===== config.mk =====
export PLATFORM = sky130hd
export DESIGN_NAME = ram_port_master
export DESIGN_NICKNAME = d
export VERILOG_FILES = /design/src/rtl/ram_port_master.sv
export SDC_FILE = /design/constraint.sdc
export NUM_CORES = 1
export LEC_CHECK = 0
export CAP_MARGIN = 20
export CORE_MARGIN = 2
export CORE_UTILIZATION = 25
export DETAILED_ROUTE_END_ITERATION = 7
export PLACE_DENSITY_LB_ADDON = 0.1
export SLEW_MARGIN = 20
export SYNTH_ARGS = -nofsm -noshare
export SYNTH_HDL_FRONTEND = slang
export SYNTH_SLANG_ARGS = --single-unit

===== constraint.sdc =====
create_clock -name clk -period 8.18 [get_ports clk]
set_clock_uncertainty 0.1 [all_clocks]
set_input_delay 1.636 -clock clk [delete_from_list [all_inputs] [get_ports clk]]
set_output_delay 1.636 -clock clk [all_outputs]
set_load 0.02 [all_outputs]

===== src/rtl/ram_port_master.sv =====
// ram_port_master: valid/ready initiator for one block RAM port.
// Read data is captured once and returned in order via a credit FIFO.
module ram_port_master #(
  parameter int DATA_WIDTH = 128,
  parameter int ADDR_WIDTH = 12,
  parameter int FIFO_DEPTH = 4
) (
  input  logic                  clk,
  input  logic                  rst,
  input  logic                  req_valid,
  output logic                  req_ready,
  input  logic                  req_we,
  input  logic [ADDR_WIDTH-1:0] req_addr,
  input  logic [DATA_WIDTH-1:0] req_wdata,
  output logic                  rsp_valid,
  input  logic                  rsp_ready,
  output logic [DATA_WIDTH-1:0] rsp_rdata,
  output logic [ADDR_WIDTH-1:0] ram_addr,
  output logic                  ram_we,
  output logic [DATA_WIDTH-1:0] ram_din,
  input  logic [DATA_WIDTH-1:0] ram_dout,
  output logic                  busy
);

  localparam int PW = (FIFO_DEPTH > 1) ? $clog2(FIFO_DEPTH) : 1;
  localparam int OW = PW + 1;

  logic [PW-1:0]         head_q, head_d;
  logic [PW-1:0]         tail_q, tail_d;
  logic [OW-1:0]         occ_q, occ_d;
  logic                  rd_pend_q, rd_pend_d;
  logic [DATA_WIDTH-1:0] mem_q [FIFO_DEPTH];

  logic                  accept;
  logic                  push;
  logic                  pop;
  logic [OW:0]           credit_used;

  // Credit check uses registered state only, so no rsp_ready -> req_ready path.
  always_comb begin
    credit_used = {1'b0, occ_q} + (OW+1)'(rd_pend_q);
    req_ready   = !rst && (credit_used < (OW+1)'(FIFO_DEPTH));
  end

  // Raw RAM port drive; the address follows the request even when idle.
  always_comb begin
    accept   = req_valid && req_ready;
    ram_addr = req_addr;
    ram_din  = req_wdata;
    ram_we   = accept && req_we;
  end

  // Response side: head of FIFO, zeroed when empty.
  always_comb begin
    rsp_valid = (occ_q != '0);
    rsp_rdata = rsp_valid ? mem_q[head_q] : '0;
    busy      = rd_pend_q || rsp_valid;
  end

  // Next-state for pointers, occupancy and the in-flight flag.
  always_comb begin
    push      = rd_pend_q;
    pop       = rsp_valid && rsp_ready;
    rd_pend_d = accept && !req_we;
    head_d    = head_q;
    tail_d    = tail_q;
    occ_d     = occ_q + OW'(push) - OW'(pop);
    if (push) tail_d = tail_q + PW'(1);
    if (pop)  head_d = head_q + PW'(1);
  end

  // Control state register with synchronous flush.
  always_ff @(posedge clk) begin
    if (rst) begin
      head_q    <= '0;
      tail_q    <= '0;
      occ_q     <= '0;
      rd_pend_q <= 1'b0;
    end else begin
      head_q    <= head_d;
      tail_q    <= tail_d;
      occ_q     <= occ_d;
      rd_pend_q <= rd_pend_d;
    end
  end

  // Capture RAM data on the single cycle it is valid.
  always_ff @(posedge clk) begin
    if (push && !rst) mem_q[tail_q] <= ram_dout;
  end

endmodule


Yosys cells after proc, flatten, opt, wreduce, memory -nomap -nowiden
Memories as Yosys holds them, arrays and structs flattened. A register that Yosys moved wholly into a read port is not among the register bits.
Index checks and enable logic that the tools add are counted.
- flip-flop bits (word level): 8
- bits in writable memories: 512
- input port bits: 273
- output and inout bits: 272
- word-level logic and storage cells: 26
- memories kept: 1
- $add $sub $neg: 5
- order comparisons: 1
- multiplexer cells: 5
- reduce and logical (&&, ||, !) cells: 10
- memory list (name ; words ; bits a word ; read ports ; clocked after Yosys merged registers in ; wr ports ; line ; text):
    mem_q ; 4 ; 128 ; 1 ; 1 ; 1 ; 32 ; logic [DATA_WIDTH-1:0] mem_q [FIFO_DEPTH];
- operator list (operator ; number):
    $mux W128 ; 1
    $logic_and A1 B1 Y1 ; 6
    $add A2 B1 Y2 const B ; 2
    $add A3 B1 Y4 ; 1
    $lt A4 B3 Y1 const B ; 1
    $mux W2 ; 2
    $add A3 B1 Y3 ; 1
    $reduce_bool A3 Y1 ; 1
    $sub A3 B1 Y3 ; 1
    $logic_not A1 Y1 ; 2
    $mux W1 ; 2
    $logic_or A1 B1 Y1 ; 1

Logic depth before layout (Yosys ltp)
Gate-level depths: netlist of run 1.
- depth after elaboration: 5
- gate-level depth with buffers: 10
- mapped depth without buffers: 10

Worst setup path before layout of run 1
No wires, ideal clock.
- path type: input -> register
- start point: input rst
- end point: memory mem_q[0][0] (enable)
- setup time: 0.503 ns
- data arrival time: 4.749 ns
- setup slack: 2.828 ns
- stages: 2
- buffers on the path: 0
- cells stage by stage: nor2_1 -> and2_1
- word-level cells in the longest chain between the ends: 4
- RTL lines (item ; line ; text):
    start, declared ; 9 ; input logic rst,
    $logic_not A1 Y1 ; 89 ; if (push && !rst) mem_q[tail_q] <= ram_dout;
    $logic_and A1 B1 Y1 ; 89 ;
    $mux W1 ; 89 ;
    $mux W1 (not written as such) ; 89 ;
    end, declared ; 32 ;
Every way passes these cells.

==> results of run 1 <==
## report_power, final
| part | leakage [uW] | total, uW | switching (uW) | internal (uW) |
|---|---|---|---|---|
| Combinational | 0.00225 | 2120 | 1080 | 1030 |
| Clock | 0.000865 | 2440 | 1040 | 1400 |
| Sequential | 0.00469 | 3030 | 58.8 | 2980 |
| Total | 0.00781 | 7590 | 2180 | 5410 |
## cells in the mapped netlist (2+ instances only)
library cell,n,share of area
buf_6,4,0.0021
nand2_1,3,0.00054
edfxtp_1,512,0.73
o21ai_0,3,0.00071
ha_1,7,0.0042
mux4_2,128,0.14
nor3_1,3,0.00071
nor2_1,7,0.0013
and2_1,133,0.040
dfxtp_1,10,0.0095
xnor2_1,2,0.00083
buf_4,140,0.050
a21oi_1,2,0.00048
buf_12,10,0.0095
inv_1,7,0.0013
clkbuf_1,15,0.0027
buf_2,14,0.0033
## layout make-up
cell class,instances,share of cell area
well taps,1080,0.0529
repair buffers,279,0.110
clock buffers,71,0.0596
multi-input cells,297,0.156
clock inverters,35,0.00917
flip-flops and latches,522,0.611
inverters,7,0.00113
## worst min-delay path, stage by stage (launching register included)
cell and delay, ns:
dfxtp_1 0.30, o21ai_0 0.07, a21oi_1 0.08
## layer usage
| metal | track usage | vias to the layer above | share of wire |
|---|---|---|---|
| met2 | 0.177 | 358 | 0.45 |
| met4 | 0.0387 | 18 | 0.027 |
| met1 | 0.144 | 4961 | 0.42 |
| met3 | 0.0527 | 128 | 0.097 |
| li1 | - | 4153 | - |
| met5 | 0.00851 | - | 0.0028 |
## logic make-up after synthesis
family | count (synthesis) | synth area share
simple gates | 152 | 0.0441
buf+inv | 190 | 0.0690
fa+ha+maj | 8 | 0.00512
xor+xnor | 2 | 0.000834
compound gates | 6 | 0.00155
mux | 129 | 0.138
flops | 522 | 0.742
## flip-flops by register name, summed over array words and instances, names as in the netlist, named ones only
register	count
mem_q	512
occ_q	3
head_q	2
tail_q	2
push	1
## stage by stage
step	setup slack, ns	instance area, um2	utilization	hold WS (ns)	power [uW]
floorplan	2.83	21000	-	0.359	4450
global placement	3.27	23800	0.285	0.379	5290
detailed placement	3.26	23800	0.285	0.392	5280
CTS	2.82	25500	0.306	0.413	7770
global route	2.73	25500	0.306	0.447	7970
finish	2.99	25500	0.306	0.405	7590
## final timing paths
path,slack (ns),depth (start not counted),startpoint,end
setup reg to reg,5.45,10,occ_q[1],occ_q[2]
hold reg to reg,0.40,2,head_q[1],register
setup / recovery,2.99,4,register,rsp_rdata[65]
hold / removal,0.40,2,head_q[1],register
==> out/qor.csv, run 1 <==
stage;metric;value;unit
drt;drtIter0Drc;381;
final_layout;layout_common_cells;512 x edfxtp_1, 264 x clkdlybuf4s50_1, 129 x and2_1;
synth;ys_seq_area_frac;0.742;
clock_network;hold_buffers;0;
die;dieWidth;294;um
synth;synth_area;0.0210;mm2
critical_path;cp_slowest_cell;dfxtp_4;
critical_path;worstSetupPathType;reg2out;
critical_path;start_kind;register;
critical_path;cp_data_arrival_time;3.45;ns
clock_network;clock_sinks;522;
die;start_util;0.252;
placed_design;gp_congestion;0.651;
final_layout;layout_commonest_cell;edfxtp_1;
grt;grt_max_degree;77;
placed_design;hpwl;29900;um
synth;async_reset_ff_frac;0;
sta;finalSetupTns;0;ns
synth;yosys_most_used_dff;edfxtp_1;
sta;finalSetupViolations;0;
die;coreArea;0.0834;mm2
placed_design;dp_cells;2185;
synth;ys_warn_count;0;
hold_path;holdCritPathClass;reg2reg;
critical_path;path_cells;buf_12 -> mux4_2 -> and2_1 -> clkdlybuf4s50_1;
sta;slew_violations;0;
sta;max_clock_freq;193;MHz
critical_path;cp_top_family;buffers and inverters;
clock_network;cts_tree;yes;
final_layout;area_delta_synth_final;21.5;%
clock_network;cts_inserted_buffers;58;
grt;grt_pass1_vias;10700;
run;maxCapViolCount;0;
die;boundaryPins;545;
clock_network;root_buffer;clkbuf_16;
sta;fin_crit;5.19;ns
sta;worst_pin_slew;0.845;ns
drt;vias;9618;
synth;synthCells;1009;
grt;grt.overflow.total;0;
sta;rsz0062_at_grt;no;
final_layout;multi_input_area;0.00399;mm2
drt;drtPass1Iterations;4;
critical_path;required;6.44;ns
clock_network;clkTransAtPathRegs;0.06;ns
final_layout;antenna-diode-count;0;
clock_network;cts_buffer_depth;3;
final_layout;instances_no_fill;2291;
drt;postRouteAntennaNets;0;
drt;drc_errors;0;
pwr;p_leak;0.00781;uW
pwr;vdd_drop_max;171;uV
synth;ys_ff_latch;522;
grt;grt_first_pass_wirelength;73500;um
sta;slew_headroom;0.437;
critical_path;slowest_delay;0.77;ns
final_layout;final_nets;1446;
final_layout;drive_gt1_frac;0.186;
critical_path;path_buf_inv;2;
die;row_count;106;
synth;synth_nets;1290;
clock_network;clk-insertion-delay-late;0.60;ns
synth;synth_cell_types;26;
final_layout;area.sequential;0.0156;mm2
sta;finalHoldViolCount;0;
critical_path;crit_fanout;76;
clock_network;cts_max_level;2;
synth;avgSynthCellArea;20.8;um2
pwr;power_density;297;mW/mm2
run_status;status;finished, final reports clean;
grt;antenna_found_initial;8;
drt;wl_per_cell;22.1;um
synth;synth_enable_flop_cells;512;
placed_design;port_buffers;264;
clock_network;cts-resized-gates;0;
drt;wl;50600;um
clock_network;cts_setup_buffers;0;
sta;period_share;0.634;
critical_path;end_kind;output pin;
die;dieArea;0.0863;mm2
drt;avgViaCountPerCell;4.20;
final_layout;n_fill_cell;8169;
die;fp.dieH;294;um
grt;grt_usage;0.116;
Power figures use the tool's default switching activity.
==> inputs of run 2 (changes only) <==
==> constraint.sdc (replaced) <==
create_clock -name clk -period 5 [get_ports clk]
set_clock_uncertainty 0.1 [all_clocks]
set_input_delay 1 -clock clk [delete_from_list [all_inputs] [get_ports clk]]
set_output_delay 1 -clock clk [all_outputs]
set_load 0.02 [all_outputs]
==> run 2 against run 1 <==
Net effect:
- setup slack got worse by 2.2 ns
- register-to-register slack got worse by 3.4 ns
- sequential power increased by 64%
- total power increased by 67%
- sequential share of layout area decreased by 0.75 points
- sequential cell count unchanged
- non-clock buffer count increased by 5
- cell count increased by 0.57%
- global-route usage increased by 0.15 points
- critical endpoint is now rsp_rdata[63]
- largest cell class unchanged
==> out/qor.csv, run 2 (synthesis gave the netlist of run 1 again) <==
stage;metric;value;unit;change
run_status;status;finished, final reports clean;;
grt;antenna_found_initial;10;;+2
drt;drc_errors;0;;unchanged
pwr;pwr-share-comb;0.274;;-0.005
final_layout;reg_top3;mem_q: 512 flops, occ_q: 3 flops;;
die;row_count;106;;unchanged
die;coreArea;0.0834;mm2;unchanged
sta;fin_crit;4.23;ns;
final_layout;largest_reg_flops;512;;unchanged
hold_path;holdCritPathClass;reg2reg;;
final_layout;largest-register;mem_q;;
drt;drtPass1Iterations;4;;unchanged
grt;grt_usage;0.117;;+0.00150
grt;grt.overflow.total;0;;unchanged
drt;vias;9683;;+0.68%
grt;grt_first_pass_wirelength;74100;um;+0.84%
critical_path;worstSetupPathType;reg2out;;
clock_network;clock_sinks;522;;unchanged
sta;worst_pin_slew;0.722;ns;-0.122 ns
sta;period_share;0.846;;
clock_network;cts_setup_buffers;0;;unchanged
placed_design;dp_slack;1.31;ns;-1.95 ns
pwr;p_leak;0.00795;uW;+1.7%
sta;rsz0062_at_grt;no;;
grt;grt_max_degree;72;;-6.5%
clock_network;cts_tree;yes;;
critical_path;start_kind;register;;
critical_path;cp_data_arrival_time;3.13;ns;-0.32 ns
critical_path;end_kind;output pin;;
run;maxCapViolCount;0;;unchanged
pwr;p_clk_frac;0.335;;+0.014
sta;slew_violations;0;;unchanged
placed_design;dp_cells;2190;;+0.23%
drt;wl;51200;um;+1.2%
clock_network;cts_inserted_buffers;60;;+3.4%
pwr;power_density;491;mW/mm2;+65%
placed_design;port_buffers;264;;unchanged
final_layout;drive_gt1_frac;0.195;;+0.00962
clock_network;root_buffer;clkbuf_16;;
clock_network;cts-resized-gates;0;;unchanged
clock_network;cts_max_level;2;;unchanged
pwr;p_sw;3540;uW;+63%
drt;wl_per_cell;22.2;um;+0.61%
die;dieArea;0.0863;mm2;unchanged
critical_path;required;3.90;ns;-2.54 ns
sta;finalHoldViolCount;0;;unchanged
clock_network;clkTransAtPathRegs;0.06;ns;about the same
pwr;swShare;0.279;;-0.00782
die;dieWidth;294;um;unchanged
final_layout;layout_commonest_cell;edfxtp_1;;
placed_design;placed_area;0.0239;mm2;+0.58%
placed_design;hpwl;30500;um;+2.1%
pwr;cell_internal_pwr;9150;uW;+69%
drt;drtIter0Drc;428;;+12%
clock_network;hold_buffers;0;;unchanged
drt;postRouteAntennaNets;0;;unchanged
sta;finalSetupViolations;0;;unchanged
hold_path;min_delay_path_depth;2;;unchanged
sta;max_clock_freq;236;MHz;
sta;finalSetupTns;0;ns;unchanged
die;boundaryPins;545;;unchanged
placed_design;gp_congestion;0.668;;+2.5%
grt;grt_pass1_vias;10800;;+1.1%
pwr;vdd_drop_max;233;uV;+36%
final_layout;post-route-util;0.310;;+0.00378
final_layout;n_fill_cell;8066;;-1.3%
sta;slew_headroom;0.518;;+0.0816
pwr;seqPwrFrac;0.391;;-0.009
clock_network;cts_buffer_depth;3;;unchanged
final_layout;layout_common_cells;512 x edfxtp_1, 264 x clkdlybuf4s50_1, 129 x and2_1;;
final_layout;area_delta_synth_final;23.0;%;
critical_path;rr_worst_depth;10;;unchanged
drt;avgViaCountPerCell;4.20;;+0.11%
final_layout;instances_no_fill;2304;;+0.57%
die;start_util;0.252;;unchanged
clock_network;clk-insertion-delay-late;0.61;ns;about the same
final_layout;fin_area;0.0258;mm2;+1.2%
critical_path;crit_fanout;57;;-25%
die;fp.dieH;294;um;unchanged
sta;setup_ws;0.771;ns;-2.22 ns
final_layout;final_nets;1453;;+0.48%
run 2: changes by cell type in the layout (fill, tap and decap cells not counted):
cell | previous run | this run
bufinv_16 | 3 | 5
diode_2 | 0 | 1
clkbuf_8 | 0 | 5
buf_4 | 10 | 7
clkbuf_16 | 59 | 61
clkinv_4 | 0 | 1
buf_12 | 5 | 13
clkinv_2 | 11 | 10
clkbuf_1 | 12 | 13
clkinv_1 | 19 | 16
run 2: stage by stage:
step / power, uW / hold slack [ns]
3_3_place_gp: 8650 / 0.362
5_1_grt: 13300 / 0.415
3_5_place_dp: 8650 / 0.375
2_1_floorplan: 7280 / 0.359
4_1_cts: 13000 / 0.383
6_report: 12700 / 0.377
run 2: worst max-delay path, cell delays in order, from the launching register on:
cell and delay, ns:
dfxtp_1 0.37, nor3_1 0.53, inv_4 0.40, buf_4 0.39, and2_1 0.20, clkdlybuf4s50_1 0.56
run 2: area by class of cell:
class                           count  area (um2)  area share
Multi-Input combinational cell    297        3990       0.154
Tap cell                         1080        1350      0.0523
Sequential cell                   522       15600       0.603
Clock inverter                     34         287      0.0111
Timing Repair Buffer              284        2960       0.114
Antenna cell                        1        2.50   0.0000969
Clock buffer                       79        1640      0.0636
Inverter                            7        28.8     0.00111
run 2: final timing paths:
path         startpoint            end  slack, ns
max reg2reg    occ_q[1]       occ_q[2]       2.02
max            occ_q[1]  rsp_rdata[63]       0.77
min           head_q[1]       register       0.38
min reg2reg   head_q[1]       register       0.38
run 2: metal layers:
| metal | wire, um | global-route usage | vias up |
|---|---|---|---|
| li1 | - | - | 4169 |
| met1 | 21500 | 0.147 | 5004 |
| met2 | 23600 | 0.183 | 361 |
| met3 | 4570 | 0.0477 | 129 |
| met4 | 1380 | 0.0408 | 20 |
| met5 | 159 | 0.00510 | - |
run 2: power by group through the flow:
stage	registers [uW]	clock network (uW)	logic (uW)
floorplan	4980	0	2300
global placement	5070	0	3580
detailed placement	5070	0	3580
CTS	4980	4420	3590
global route	4990	4580	3740
finish	4970	4250	3470
